`config.mk`:
```
export PLATFORM = sky130hd
export DESIGN_NAME = ps2_line_assembler
export DESIGN_NICKNAME = d
export VERILOG_FILES = /design/src/rtl/ps2_line_assembler_pkg.sv /design/src/rtl/ps2_scancode_to_ascii.sv /design/src/rtl/ps2_line_assembler.sv
export SDC_FILE = /design/constraint.sdc
export NUM_CORES = 1
export LEC_CHECK = 0
export ABC_AREA = 1
export CAP_MARGIN = 15
export CORE_UTILIZATION = 45
export DETAILED_ROUTE_END_ITERATION = 7
export HOLD_SLACK_MARGIN = 0.15
export PLACE_DENSITY = 0.79
export SYNTH_ARGS = -nofsm -noshare
export SYNTH_HDL_FRONTEND = slang
export SYNTH_SLANG_ARGS = --single-unit
```
`constraint.sdc`:
```
create_clock -name clock -period 2.2 [get_ports clock]
set_input_delay 0.44 -clock clock [delete_from_list [all_inputs] [get_ports clock]]
set_output_delay 0.44 -clock clock [all_outputs]
set_load 0.005 [all_outputs]
```
`src/rtl/ps2_line_assembler_pkg.sv`:
```
// rtl/ps2_line_assembler_pkg.sv - shared scan-code constants and FSM encoding for the PS/2 line assembler
package ps2_line_assembler_pkg;

    localparam logic [7:0] SC_BREAK = 8'hF0;
    localparam logic [7:0] SC_EXT   = 8'hE0;
    localparam logic [7:0] SC_ENTER = 8'h5A;
    localparam logic [7:0] SC_BKSP  = 8'h66;
    localparam logic [7:0] SC_SPACE = 8'h29;

    localparam logic [7:0] ASCII_BLANK = 8'h20;

    typedef enum logic [1:0] {
        S_NORMAL    = 2'd0,
        S_BREAK     = 2'd1,
        S_EXT       = 2'd2,
        S_EXT_BREAK = 2'd3
    } ps2_state_t;

endpackage

```
`src/rtl/ps2_scancode_to_ascii.sv`:
```
// rtl/ps2_scancode_to_ascii.sv - combinational set-2 make code to ASCII translation
module ps2_scancode_to_ascii
    import ps2_line_assembler_pkg::*;
(
    input  logic [7:0] scan_code,
    output logic [7:0] ascii,
    output logic       is_printable,
    output logic       is_enter,
    output logic       is_backspace
);

    always_comb begin
        ascii        = ASCII_BLANK;
        is_printable = 1'b1;
        unique case (scan_code)
            8'h1C: ascii = "A";
            8'h32: ascii = "B";
            8'h21: ascii = "C";
            8'h23: ascii = "D";
            8'h24: ascii = "E";
            8'h2B: ascii = "F";
            8'h34: ascii = "G";
            8'h33: ascii = "H";
            8'h43: ascii = "I";
            8'h3B: ascii = "J";
            8'h42: ascii = "K";
            8'h4B: ascii = "L";
            8'h3A: ascii = "M";
            8'h31: ascii = "N";
            8'h44: ascii = "O";
            8'h4D: ascii = "P";
            8'h15: ascii = "Q";
            8'h2D: ascii = "R";
            8'h1B: ascii = "S";
            8'h2C: ascii = "T";
            8'h3C: ascii = "U";
            8'h2A: ascii = "V";
            8'h1D: ascii = "W";
            8'h22: ascii = "X";
            8'h35: ascii = "Y";
            8'h1A: ascii = "Z";
            8'h45: ascii = "0";
            8'h16: ascii = "1";
            8'h1E: ascii = "2";
            8'h26: ascii = "3";
            8'h25: ascii = "4";
            8'h2E: ascii = "5";
            8'h36: ascii = "6";
            8'h3D: ascii = "7";
            8'h3E: ascii = "8";
            8'h46: ascii = "9";
            SC_SPACE: ascii = ASCII_BLANK;
            default: is_printable = 1'b0;
        endcase
    end

    assign is_enter     = (scan_code == SC_ENTER);
    assign is_backspace = (scan_code == SC_BKSP);

endmodule

```
`src/rtl/ps2_line_assembler.sv`:
```
// rtl/ps2_line_assembler.sv - filters PS/2 scan codes, edits a line buffer and commits it on Enter
module ps2_line_assembler
    import ps2_line_assembler_pkg::*;
#(
    parameter int         MAX_CHARS  = 32,
    parameter logic [7:0] BLANK_CHAR = ASCII_BLANK
) (
    input  logic                             clock,
    input  logic                             resetn,
    input  logic [7:0]                       ps2_key_data,
    input  logic                             ps2_key_pressed,
    output logic [8*MAX_CHARS-1:0]           input_line,
    output logic                             line_ready,
    output logic [8*MAX_CHARS-1:0]           edit_line,
    output logic [$clog2(MAX_CHARS+1)-1:0]   char_count
);

    localparam int CNT_W = $clog2(MAX_CHARS + 1);
    localparam int IDX_W = $clog2(MAX_CHARS);

    ps2_state_t state_q, state_d;

    logic [7:0] line_buf [MAX_CHARS];
    logic [7:0] ascii;
    logic       is_printable;
    logic       is_enter;
    logic       is_backspace;
    logic       do_print, do_bksp, do_enter;
    logic       print_ok, bksp_ok, commit;
    logic [IDX_W-1:0] wr_idx, bk_idx;

    ps2_scancode_to_ascii u_map (
        .scan_code    (ps2_key_data),
        .ascii        (ascii),
        .is_printable (is_printable),
        .is_enter     (is_enter),
        .is_backspace (is_backspace)
    );

    always_ff @(posedge clock or negedge resetn) begin
        if (!resetn) begin
            state_q <= S_NORMAL;
        end else begin
            state_q <= state_d;
        end
    end

    // Break and extended-break states swallow exactly one following byte, whatever it is.
    always_comb begin
        state_d  = state_q;
        do_print = 1'b0;
        do_bksp  = 1'b0;
        do_enter = 1'b0;
        if (ps2_key_pressed) begin
            unique case (state_q)
                S_NORMAL: begin
                    if (ps2_key_data == SC_BREAK) begin
                        state_d = S_BREAK;
                    end else if (ps2_key_data == SC_EXT) begin
                        state_d = S_EXT;
                    end else begin
                        do_print = is_printable;
                        do_bksp  = is_backspace;
                        do_enter = is_enter;
                    end
                end
                S_BREAK: state_d = S_NORMAL;
                S_EXT: begin
                    if (ps2_key_data == SC_BREAK) begin
                        state_d = S_EXT_BREAK;
                    end else begin
                        state_d  = S_NORMAL;
                        do_enter = (ps2_key_data == SC_ENTER);
                    end
                end
                S_EXT_BREAK: state_d = S_NORMAL;
                default: state_d = S_NORMAL;
            endcase
        end
    end

    assign print_ok = do_print && (char_count < CNT_W'(MAX_CHARS));
    assign bksp_ok  = do_bksp && (char_count != '0);
    assign commit   = do_enter && (char_count != '0);
    assign wr_idx   = IDX_W'(char_count);
    assign bk_idx   = IDX_W'(char_count - CNT_W'(1));

    always_ff @(posedge clock or negedge resetn) begin
        if (!resetn) begin
            input_line <= {MAX_CHARS{BLANK_CHAR}};
            line_ready <= 1'b0;
            char_count <= '0;
            for (int k = 0; k < MAX_CHARS; k++) begin
                line_buf[k] <= BLANK_CHAR;
            end
        end else begin
            line_ready <= 1'b0;
            if (commit) begin
                input_line <= edit_line;
                line_ready <= 1'b1;
                char_count <= '0;
                for (int k = 0; k < MAX_CHARS; k++) begin
                    line_buf[k] <= BLANK_CHAR;
                end
            end else if (print_ok) begin
                line_buf[wr_idx] <= ascii;
                char_count       <= char_count + CNT_W'(1);
            end else if (bksp_ok) begin
                line_buf[bk_idx] <= BLANK_CHAR;
                char_count       <= char_count - CNT_W'(1);
            end
        end
    end

    // Char 0 sits in the most significant byte so the line reads left to right.
    always_comb begin
        edit_line = '0;
        for (int k = 0; k < MAX_CHARS; k++) begin
            edit_line[8*(MAX_CHARS-1-k) +: 8] = line_buf[k];
        end
    end

endmodule

```
==> flow_summary.ini <==
[synthesis]
synth_sequential_area_ratio_pct = 58.32
synth_top_area_share_pct = 50.85
synth_nets = 2821
syn-cell-area_um2 = 22490
yosys.cell_types.count = 30
synth_area_leaders = sky130_fd_sc_hd__dfrtp_1 (51%), sky130_fd_sc_hd__nand2_1 (26%), sky130_fd_sc_hd__dfstp_2 (7.5%), sky130_fd_sc_hd__inv_1 (2.2%), sky130_fd_sc_hd__nand3_1 (2.2%)
syn_area_per_cell_um2 = 8.018
synth-warning-count = 0
postSynthRegisterBits = 521
syn_inst = 2805
post_synth_top_area_cell = sky130_fd_sc_hd__dfrtp_1

[clock_tree]
clk_root_buffer_cell = sky130_fd_sc_hd__clkbuf_16
inserted_clock_buffers = 53
worstSkewPairLatency_ns = 0.60
cts_tree = built
cts.sink_count = 521
worst_path_clk_slew_ns = 0.06
cts.htree.levels = 2
maximum_root_to_sink_buffer_count = 3

[timing]
grt_setup_unrepaired = yes
setup-violations-final = 0
max_freq_mhz = 463.7
slew_headroom_pct = 57.04
finalHoldViolations = 0
finalCriticalPeriod_ns = 2.157
period_share_pct = 98.03
final-max-slew-violation-count = 0
tightestPinTransition_ns = 0.6436
clock_skew_ns = 0.01531

[final_layout]
multi_input_area_um2 = 8708
drive_gt1_share_pct = 14.94
n_antenna_cell = 0
nFillCells = 3829
finish.net_count = 3504
layout.area.seq_um2 = 13120
post_route_standard_cell_area_excluding_fillers_um2 = 32910
areaGrowthSynthToFinish_pct = 46.31

[place]
placed_cell_area_um2 = 30000
dp_hpwl_mm = 55.32
port-buffer-count = 529
final_estimated_routing_congestion_in_global_placement = 0.8835

[worst_setup_path]
setup.worst_path.start_class = register
worst-r2r-cell-count = 16
r2r-end = edit_line[10]$_DFFE_PN0P_
critical_path_class = register to primary output
required_ns = 1.76
critical_path.max_fanout = 2
critPathCaptureType = primary output
critPathBufInv = 1
slowest_delay_ns = 0.59
timing.critical_path.max_delay_family = buffers and inverters
critical_path.cell_chain = clkdlybuf4s50_1
worstPathArrival_ns = 1.72
r2r_start = char_count[1]$_DFFE_PN0P_
ff2ff_setup_slack_ns = 0.10
crit_slowest_cell = sky130_fd_sc_hd__clkdlybuf4s50_1

[global_route]
wire_length_of_the_first_global_routing_pass_mm = 122.3
grt_use_met3_pct = 6.428
grt_start_max_net_pins = 89
grt_most_used_layer = met2
global_route_met1_usage_pct = 38.99
grt_pass1_vias = 21390
antenna_found_initial = 0
grtUsageMet2_pct = 53.21
grt_total_ovfl = 0
grt_use_total_pct = 31.36

[route]
antenna_violating_nets_post_route = 0
via_per_inst = 5.147
drtIter0Drc = 1743
vias = 21600
drc_errors = 0
detail_route.first_pass.iterations = 8
wl_per_cell_um = 19.43
routed_wl_mm = 81.57

[power]
powerDensity_nw_per_um2 = 771.7
irDropWorstVdd_v = 0.0006980
switching_share_pct = 29.45
power.switching_mw = 7.478
clkPwrFrac_pct = 38.7
comb_power_share_pct = 21.2
leakage_nw = 17.40
total_power_mw = 25.39
power_frac_seq_pct = 40.2
p_int_mw = 17.92

[run]
drv_cap = 0

[die]
die_area_um2 = 50880
initial_core_util_pct = 45.76
die_w_um = 225.6
fp.dieH_um = 225.6
core_um2 = 49150
rows = 81
io_pins = 530

[hold_path]
path_category_of_the_worst_min_delay_check = input pin to async pin

[status]
run_status = finished clean
[worst max path at each step]
stage | cells after the start | startpoint | end | slack [ns]
4_1_cts | 17 | char_count[1]$_DFFE_PN0P_ | edit_line[10]$_DFFE_PN0P_ | 0.005
3_3_place_gp | 13 | ps2_key_data[3] | edit_line[153]$_DFFE_PN0P_ | -0.79
6_report | 1 | input_line[229]$_DFFE_PN1N_ | input_line[229] | 0.04
5_1_grt | 16 | char_count[1]$_DFFE_PN0P_ | edit_line[8]$_DFFE_PN0P_ | -0.04
2_1_floorplan | 15 | char_count[0]$_DFFE_PN0P_ | edit_line[0]$_DFFE_PN0P_ | -0.03
3_5_place_dp | 17 | ps2_key_data[0] | edit_line[155]$_DFFE_PN0P_ | -0.81
[cell families after synthesis]
group           count (synthesis)  share of synthesized area [%]
xor+xnor                        4                         0.1557
fa+ha+maj                       5                         0.2781
compound gates                120                          2.843
buf+inv                       278                          5.251
flops                         521                          58.32
simple gates                 1877                          33.15
[power by group through the flow]
stage                     Sequential, mW  Combinational, mW  Clock, mW
after global placement              10.3               4.51          0
after global routing                10.2               5.73       10.3
final                               10.2               5.37       9.82
after detailed placement            10.4               4.56          0
after floorplan                     10.3               1.81          0
after CTS                           10.2               4.86       9.93
[sequential cells by signal, indices dropped and copies added, names as in the netlist]
signal / cells
char_count: 6
edit_line: 256
input_line: 256
line_ready: 1
state_q: 2
[cells in the mapped netlist (all sizes together)]
master	instances
a21boi	10
a21oi	34
buf	85
clkbuf	38
dfrtp	457
dfstp	64
ha	5
inv	155
nand2	1599
nand3	108
nand4	60
nor2	102
nor3	6
nor4	1
o2111ai	1
o211ai	3
o21ai	71
o31ai	1
or2	1
xor2	4
[per-layer routing]
layer	wire [µm]	share of wire, %	vias up
met5	0	0	-
met4	3470	4.3	0
met3	5880	7.2	215
met2	40000	49	909
met1	32210	39	10460
li1	-	-	10020
[placed cells by master, fill, tap and decap left out, types with 2 or more instances in the layout]
cell type                         count
sky130_fd_sc_hd__a21boi_1            10
sky130_fd_sc_hd__a21oi_1             31
sky130_fd_sc_hd__a21oi_2              3
sky130_fd_sc_hd__buf_12              39
sky130_fd_sc_hd__buf_16               4
sky130_fd_sc_hd__buf_4              150
sky130_fd_sc_hd__buf_6               17
sky130_fd_sc_hd__buf_8                4
sky130_fd_sc_hd__bufbuf_16            2
sky130_fd_sc_hd__bufinv_16            8
sky130_fd_sc_hd__clkbuf_1             7
sky130_fd_sc_hd__clkbuf_16           60
sky130_fd_sc_hd__clkbuf_2             5
sky130_fd_sc_hd__clkbuf_8            12
sky130_fd_sc_hd__clkdlybuf4s50_1    512
sky130_fd_sc_hd__clkinv_2            13
sky130_fd_sc_hd__dfrtp_1            457
sky130_fd_sc_hd__dfstp_2             64
sky130_fd_sc_hd__dlygate4sd2_1        7
sky130_fd_sc_hd__dlymetal6s2s_1       4
sky130_fd_sc_hd__ha_1                 4
sky130_fd_sc_hd__inv_1              124
sky130_fd_sc_hd__inv_2               28
sky130_fd_sc_hd__inv_6                4
sky130_fd_sc_hd__nand2_1           1547
sky130_fd_sc_hd__nand2_2             43
sky130_fd_sc_hd__nand2_4              7
sky130_fd_sc_hd__nand2_8              2
sky130_fd_sc_hd__nand3_1             84
sky130_fd_sc_hd__nand3_2             10
sky130_fd_sc_hd__nand3_4             14
sky130_fd_sc_hd__nand4_1             60
sky130_fd_sc_hd__nor2_1              72
sky130_fd_sc_hd__nor2_2              17
sky130_fd_sc_hd__nor2_4              14
sky130_fd_sc_hd__nor3_1               4
sky130_fd_sc_hd__o211ai_1             3
sky130_fd_sc_hd__o21ai_0             69
sky130_fd_sc_hd__o21ai_1              2
sky130_fd_sc_hd__xor2_1               3
[timing repair]
item                                    4_1_cts  5_1_grt
hold buffers                                  1        0
setup buffers                                 6        6
resized for setup                            91      102
gates cloned                                  6        5
endpoints found under the setup margin      390      259
pin swaps                                    13       35
endpoints found under the hold margin       145        0
[through the flow]
stage / hold slack, ns / cells / utilization [%] / setup WS, ns / setup TNS, ns
after detailed placement: 0.3750 / 4075 / 61.03 / -0.8146 / -337.26
after CTS: 0.3349 / 4188 / 65.99 / 0.004876 / 0
final: 0.3365 / 4197 / 66.95 / 0.04337 / 0
after global routing: 0.3510 / 4197 / 66.95 / -0.03622 / -0.6357
after global placement: 0.3733 / 4075 / 61.03 / -0.7910 / -329.86
after floorplan: 0.1444 / 2805 / - / -0.03029 / -1.775
[area by class of cell]
cell class                      instances  area share, %
Sequential cell                       521          39.86
Multi-Input combinational cell       2007          26.46
Timing Repair Buffer                  750          23.49
Clock buffer                           74          4.764
Tap cell                              664          2.525
Inverter                              155          1.837
Clock inverter                         26          1.057
Power figures use the tool's default switching activity.
